## src/rtl/instr_fetch_if.sv

```systemverilog
// Fetch-stage bus bundle: instruction memory port, redirect input and the
// instruction stream handed to decode.
`timescale 1ns/1ps
interface instr_fetch_if;
  logic        imem_req;
  logic [31:0] imem_addr;
  logic        imem_rvalid;
  logic [31:0] imem_rdata;
  logic        redirect_valid;
  logic [31:0] redirect_pc;
  logic        instr_valid;
  logic        instr_ready;
  logic [31:0] instr;
  logic [31:0] instr_pc;

  modport master (
    output imem_req, imem_addr, instr_valid, instr, instr_pc,
    input  imem_rvalid, imem_rdata, redirect_valid, redirect_pc, instr_ready
  );

  modport slave (
    input  imem_req, imem_addr, instr_valid, instr, instr_pc,
    output imem_rvalid, imem_rdata, redirect_valid, redirect_pc, instr_ready
  );
endinterface

```

## src/rtl/instr_fetch.sv

```systemverilog
// RV32I fetch stage: one outstanding word read at a time, responses buffered
// with their PCs in a small FIFO; redirects flush and drop stale responses.
`timescale 1ns/1ps
module instr_fetch #(
  parameter logic [31:0] RESET_PC = 32'h0000_0000,
  parameter int unsigned DEPTH    = 2
) (
  input  logic          clk,
  input  logic          reset_n,
  instr_fetch_if.master bus
);

  localparam int unsigned PtrW = $clog2(DEPTH);
  localparam int unsigned CntW = PtrW + 1;

  typedef enum logic [1:0] {StFetch, StWait, StDrain} state_e;

  state_e            state_q;
  logic [31:0]       pc_q;
  logic [31:0]       req_pc_q;
  logic [CntW-1:0]   count_q;
  logic [CntW-1:0]   count_d;
  logic [PtrW-1:0]   rd_ptr_q;
  logic [PtrW-1:0]   wr_ptr_q;
  logic [31:0]       instr_mem [DEPTH];
  logic [31:0]       pc_mem    [DEPTH];

  logic fetch_go;
  logic push;
  logic pop;
  logic unused_redirect_lsb;

  assign unused_redirect_lsb = ^bus.redirect_pc[1:0];

  assign fetch_go = reset_n && (state_q == StFetch) && (count_q < CntW'(DEPTH)) &&
                    !bus.redirect_valid;
  assign push     = (state_q == StWait) && bus.imem_rvalid && !bus.redirect_valid;
  assign pop      = (count_q != '0) && bus.instr_ready && !bus.redirect_valid;

  always_comb begin
    count_d = count_q;
    if (push && !pop) begin
      count_d = count_q + CntW'(1);
    end else if (pop && !push) begin
      count_d = count_q - CntW'(1);
    end
  end

  always_ff @(posedge clk) begin
    if (!reset_n) begin
      state_q  <= StFetch;
      pc_q     <= RESET_PC;
      req_pc_q <= RESET_PC;
      count_q  <= '0;
      rd_ptr_q <= '0;
      wr_ptr_q <= '0;
    end else if (bus.redirect_valid) begin
      count_q  <= '0;
      rd_ptr_q <= '0;
      wr_ptr_q <= '0;
      pc_q     <= {bus.redirect_pc[31:2], 2'b00};
      // The one outstanding response (if any) must still be absorbed.
      unique case (state_q)
        StWait, StDrain: state_q <= bus.imem_rvalid ? StFetch : StDrain;
        default:         state_q <= StFetch;
      endcase
    end else begin
      count_q <= count_d;
      if (push) wr_ptr_q <= wr_ptr_q + PtrW'(1);
      if (pop)  rd_ptr_q <= rd_ptr_q + PtrW'(1);
      unique case (state_q)
        StFetch: begin
          if (fetch_go) begin
            pc_q     <= pc_q + 32'd4;
            req_pc_q <= pc_q;
            state_q  <= StWait;
          end
        end
        StWait, StDrain: begin
          if (bus.imem_rvalid) state_q <= StFetch;
        end
        default: state_q <= StFetch;
      endcase
    end
  end

  always_ff @(posedge clk) begin
    if (push) begin
      instr_mem[wr_ptr_q] <= bus.imem_rdata;
      pc_mem[wr_ptr_q]    <= req_pc_q;
    end
  end

  assign bus.imem_req    = fetch_go;
  assign bus.imem_addr   = pc_q;
  assign bus.instr_valid = reset_n && (count_q != '0);
  assign bus.instr       = instr_mem[rd_ptr_q];
  assign bus.instr_pc    = pc_mem[rd_ptr_q];

endmodule

```

## src/flat_wrapper.sv

```systemverilog
// flat-port wrapper written by rule: the top's interface ports become plain ports
module instr_fetch_flat 
#(
  parameter logic [31:0] RESET_PC = 32'h0000_0000,
  parameter int unsigned DEPTH    = 2
)
  (clk, reset_n, bus_imem_req, bus_imem_addr, bus_instr_valid, bus_instr, bus_instr_pc, bus_imem_rvalid, bus_imem_rdata, bus_redirect_valid, bus_redirect_pc, bus_instr_ready);
  instr_fetch_if bus_i ();
  input  logic clk;
  input  logic reset_n;
  output wire logic [$bits(bus_i.imem_req)-1:0] bus_imem_req;
  output wire logic [$bits(bus_i.imem_addr)-1:0] bus_imem_addr;
  output wire logic [$bits(bus_i.instr_valid)-1:0] bus_instr_valid;
  output wire logic [$bits(bus_i.instr)-1:0] bus_instr;
  output wire logic [$bits(bus_i.instr_pc)-1:0] bus_instr_pc;
  input wire logic [$bits(bus_i.imem_rvalid)-1:0] bus_imem_rvalid;
  input wire logic [$bits(bus_i.imem_rdata)-1:0] bus_imem_rdata;
  input wire logic [$bits(bus_i.redirect_valid)-1:0] bus_redirect_valid;
  input wire logic [$bits(bus_i.redirect_pc)-1:0] bus_redirect_pc;
  input wire logic [$bits(bus_i.instr_ready)-1:0] bus_instr_ready;
  assign bus_imem_req = bus_i.imem_req;
  assign bus_imem_addr = bus_i.imem_addr;
  assign bus_instr_valid = bus_i.instr_valid;
  assign bus_instr = bus_i.instr;
  assign bus_instr_pc = bus_i.instr_pc;
  assign bus_i.imem_rvalid = bus_imem_rvalid;
  assign bus_i.imem_rdata = bus_imem_rdata;
  assign bus_i.redirect_valid = bus_redirect_valid;
  assign bus_i.redirect_pc = bus_redirect_pc;
  assign bus_i.instr_ready = bus_instr_ready;
  instr_fetch #(.RESET_PC(RESET_PC), .DEPTH(DEPTH)) u_core (.clk(clk), .reset_n(reset_n), .bus(bus_i));
endmodule
```

## config.mk

```make
export PLATFORM = sky130hd
export DESIGN_NAME = instr_fetch_flat
export DESIGN_NICKNAME = d
export VERILOG_FILES = /design/src/rtl/instr_fetch_if.sv /design/src/rtl/instr_fetch.sv /design/src/flat_wrapper.sv
export SDC_FILE = /design/constraint.sdc
export NUM_CORES = 1
export LEC_CHECK = 0
export CAP_MARGIN = 20
export CORE_ASPECT_RATIO = 2
export CORE_UTILIZATION = 45
export DETAILED_ROUTE_END_ITERATION = 12
export HOLD_SLACK_MARGIN = 0.1
export PLACE_DENSITY = 0.8
export SLEW_MARGIN = 0
export SYNTH_ARGS = -nofsm -noshare
export SYNTH_HDL_FRONTEND = slang
export SYNTH_SLANG_ARGS = --single-unit
export TNS_END_PERCENT = 5
```

## constraint.sdc

```tcl
create_clock -name clk -period 7.6 [get_ports clk]
set_input_delay 1.52 -clock clk [delete_from_list [all_inputs] [get_ports clk]]
set_output_delay 1.52 -clock clk [all_outputs]
set_load 0.01 [all_outputs]
```

Word-level counts from Yosys, hierarchy flattened. Memory sizes are Yosys's and may differ from the RTL's. A register that Yosys moved wholly into a read port is not among the register bits. Cells that the tools add are included. Widths: inputs -> output; s select.

Register bits after elaboration: 70. Bits in latches: 0. Memory bits (writable): 128. Memory bits (read-only): 0. Output and inout port bits: 98. Word-level logic and storage cells: 62. Memories: 2.

Memories: u_core.instr_mem (depth 2, bits a word 32, read ports 1, clocked after Yosys merged registers in 1, write ports 1, line instr_fetch.sv:25) `logic [31:0] instr_mem [DEPTH];`; u_core.pc_mem (depth 2, bits a word 32, read ports 1, clocked after Yosys merged registers in 1, write ports 1, line instr_fetch.sv:26) `logic [31:0] pc_mem [DEPTH];`.

$add $sub $neg: 5. Multipliers: 0. Div/mod/pow operators: 0. $lt $le $gt $ge: 1. Equality and inequality tests: 4. Shifts and indexed selects: 0. Multiplexer cells: 17. Bitwise logic cells: 2. Reduce and logical (&&, ||, !) cells: 24.

Operator list (number): $mux 32 (3); $add 32x3->32 const B (1); $mux 2 (7); $logic_and 1x1->1 (10); $reduce_bool 2->1 (4); $mux 1 (6); $ne 3x3->1 const B (2); $reduce_and 2->1 (3); $pmux 2 s2 (1); $reduce_or 2->1 (2); $logic_not 1->1 (3); $reduce_and 3->1 (1); $add 1x1->1 const B (2); $add 2x1->2 const B (1); $eq 2x1->1 const B (1); $eq 2x2->1 const B (1); $logic_not 2->1 (1); $lt 2x2->1 const B (1); $not 1->1 (2); $sub 2x1->2 const B (1).

Longest topological paths before layout.
Depth after elaboration: 7. Gate-level depth with buffers: 8. Mapped depth without buffers: 8.

Least setup slack after synthesis. OpenSTA, ideal clock, no wires.

Path kind: input to register. Start: input port bus_redirect_valid. End: memory u_core.instr_mem[0][0], enable pin. Data arrival time: 6204 ps. Data required time: 7042 ps. Setup slack: 838 ps. Cell stages on the path: 3. Buffers on the path: 2. Path through: clkbuf_1 clkbuf_1 nor3_1.

Cells in the longest elaborated chain, start to end: 4.

Ends and longest elaborated chain: from (decl) (line flat_wrapper.sv:18) `input wire logic [$bits(bus_i.redirect_valid)-1:0] bus_redirect_valid;`; $logic_not 1->1 (line instr_fetch.sv:37) `assign push = (state_q == StWait) && bus.imem_rvalid && !bus.redirect_valid;`; $logic_and 1x1->1 (line instr_fetch.sv:37); $mux 1 (line instr_fetch.sv:88) `if (push) begin`; $mux 1 (implied by the code) (line instr_fetch.sv:89) `instr_mem[wr_ptr_q] <= bus.imem_rdata;`; to (decl) (line instr_fetch.sv:25).

No other way between the ends.

Worst setup path in the final report.
Start: input port bus_redirect_valid. End: output port bus_imem_req.

Cells in the longest elaborated chain, start to end: 2.

Ends and longest elaborated chain: $logic_not 1->1 (line instr_fetch.sv:36) `!bus.redirect_valid;`; $logic_and 1x1->1 (line instr_fetch.sv:35) `assign fetch_go = reset_n && (state_q == StFetch) && (count_q < CntW'(DEPTH)) &&`; to (decl) (line flat_wrapper.sv:11) `output wire logic [$bits(bus_i.imem_req)-1:0] bus_imem_req;`.

No other way between the ends.

==> impl_results.md <==
- Worst EP required: 6.08 ns
- Largest net degree at the start of global routing: 63
- Die Area: 17700 um2
- CTS tree: yes
- Post-Synth Adder-Cell Area: 0.647%
- Slew headroom: 44.0%
- Peak fanout along the critical path: 32
- Root Buffer: clkbuf_16
- Hold_buf cts: 0
- Period Utilization, post-route: 68.4%
- First-pass detailed-route iteration total: 4
- Syn avg cell area: 12.8 um2
- Arrival time of the worst setup path: 3.68 ns
- Clock buffer depth: 2
- Seq/Total Area, Yosys: 65.5%
- Compound-Gate Fraction of Synth Area: 7.96%
- Startpoint types: primary input
- Antenna diodes: 0
- First-pass GRT wire length: 28100 um
- Distinct cell type count after synthesis: 53
- Clock Skew: 0.0139 ns
- Main flop type after synthesis: edfxtp_1
- Maxcap violations: 0
- Row cnt: 67
- Largest family of logic cells by synthesized area: simple AND/OR/NAND/NOR gates
- Die span in y: 187 um
- Total congestion overflow: 0
- Setup TNS: 0 ns
- CP endpoint kind: primary output
- Area grow syn2layout: 29.8%
- Post-synth top area share: 48.2%
- Core Region: 16800 um2
- Post-layout nets: 826
- Worst-margin pin slew: 0.837 ns
- Fin crit period: 5.20 ns
- CTS clk-pin slew, worst paths: 0.06 ns
- Wl on met1: 6100 um
- Met3 WL: 854 um
- Port bufs: 160
- Synth Area in Simple Gates: 12.3%
- Achievable Freq: 0.192 GHz
- DR top layer: met4
- Clock latency on the worst-skew pair: 0.42 ns
- Routed Antenna Nets: 0
- Routability cong.: 0.850
- Hold Violations, Final: 0
- Final instance area: 10000 um2
- Peak supply drop: 0.000158 V
- XOR/XNOR Fraction of Synth Area: 1.25%
- DRT iter0 DRCs: 211
- Asr flop ratio synth: 0%
- Vias per std cell: 5.55
- H-tree levels: 4
- Chip width: 94.7 um
- Total track usage: 20.9%
- Outcome: completed
- Drt drc: 0
- Synthesized flop and latch total: 191
- Vias in the first global route: 5577
- WL met2: 9890 um
- Largest area contributor in the netlist: edfxtp_1
- Cell Pwr Density: 214 nW/um2
- Final HPWL DP: 12700 um
- Crit Path Class: primary input to primary output
- Synth Cell Area: 7730 um2
- Starting Density: 46.1%
- Post-Place Cell Area: 9470 um2
- Multiplexer share of the synthesized area: 9.29%
- Post-Syn Instances: 602
- Final setup viols: 0
- Resized cells post-CTS: 0
- Boundary pin count: 167
- Total routed wirelength: 17800 um
- Layout cells sized above 1: 14.5%
- # clock sinks: 191
- Antenna violations before repair: 0
- Synth top area cells: edfxtp_1, dfxtp_1, mux2_2
- Wire length per cell: 18.3 um
- Final Max Tran Viols: 0
- Via count: 5403
- Worst hold path type: register to register
- YS warnings: 0
- RSZ-0062 raised after global routing: no
- Postcts setup bufs: 0
- Number of synthesized flops with an enable pin: 124
- Leak: 0.00338 uW
- Clock buffer count from CTS: 17
[critical path, stage by stage]
cell and delay [ns]:
clkdlybuf4s50_1 1.02, inv_1 0.13, nand3_1 0.10, buf_4 0.31
inv_1 0.10, clkdlybuf4s50_1 0.49
[placed cells by master, fill, tap and decap left out, types with 3 or more instances in the layout]
cell	n
clkdlybuf4s50_1	160
edfxtp_1	124
nand2_1	79
dfxtp_1	66
mux2_2	62
a21oi_1	35
o21ai_0	23
clkbuf_16	18
nor2_1	17
a31oi_1	15
or3_1	11
or4_1	11
o31ai_1	11
nand3_1	10
nand4_1	10
inv_1	8
nor4_1	8
buf_4	8
xnor2_1	7
inv_6	6
nand2b_1	5
and4_1	5
nor3_1	5
o211ai_1	5
a311oi_1	5
xor2_1	4
ha_1	4
conb_1	4
and2_1	3
[synthesized netlist by cell type, drive strengths merged (11+ instances only)]
library cell,number
a21oi,35
a31oi,15
buf,13
clkbuf,25
dfxtp,67
edfxtp,124
mux2,62
nand2,79
nand3,11
nand4,11
nor2,17
o21ai,23
o31ai,11
or3,12
or4,12
[registers in the layout (all words and copies together) (netlist names), named ones only]
name / cells
u_core.bus.imem_addr: 30
u_core.count_q: 2
u_core.instr_mem: 64
u_core.pc_mem: 60
u_core.rd_ptr_q: 1
u_core.req_pc_q: 30
u_core.state_q: 2
u_core.wr_ptr_q: 1
[power breakdown]
part	total (uW)	internal [uW]	leakage (uW)	switching, uW
sequential	1150	1120	0.00176	30.4
clock	840	449	0.000282	391
combinational	153	83.0	0.00134	70.1
total	2150	1660	0.00338	491
[cell families (layout without fill, tap and decap cells)]
| logic type | count (synthesis) | after routing |
|---|---|---|
| DFF | 191 | 191 |
| muxes | 64 | 64 |
| other | 1 | 4 |
| xor gates and xnor gates | 11 | 11 |
| adders and majority gates | 4 | 4 |
| and+or+nand+nor | 181 | 181 |
| AOI/OAI and AO/OA | 102 | 102 |
| buffers and inverters | 48 | 209 |
[worst paths after layout]
check,startpoint,to,slack (ns),cells past startpoint
setup / recovery,bus_redirect_valid,bus_imem_req,2.40,6
hold / removal,u_core.req_pc_q[18],u_core.pc_mem[1][18],0.46,0
setup reg to reg,u_core.state_q[0],u_core.bus.imem_addr[30],5.30,9
hold reg to reg,u_core.req_pc_q[18],u_core.pc_mem[1][18],0.46,0
[metal layers]
metal | up-vias | global-route usage [%]
met3 | 66 | 3.86
met2 | 210 | 38.2
met4 | 0 | 14.3
met1 | 2576 | 20.4
met5 | - | 0
li1 | 2551 | -
[cell type report]
| class | count | area [um2] |
|---|---|---|
| fill | 1333 | 6730 |
| sequential | 191 | 5070 |
| multi-input combinational | 366 | 2450 |
| timing repair buffer | 168 | 1660 |
| clock buffer | 18 | 450 |
| tap | 207 | 259 |
| clock inverter | 14 | 114 |
| inverter | 9 | 33.8 |
[stage by stage]
stage / setup slack [ns] / util [%] / hold slack [ns] / instances / total power [uW]
finish: 2.40 / 59.8 / 0.458 / 973 / 2150
CTS: 2.41 / 59.8 / 0.459 / 973 / 2160
floorplan: 0.838 / - / 0.425 / 605 / 1240
global route: 2.28 / 59.8 / 0.478 / 973 / 2220
global placement: 2.43 / 56.5 / 0.432 / 941 / 1320
detailed placement: 2.42 / 56.5 / 0.444 / 941 / 1330
Power figures use the tool's default switching activity.
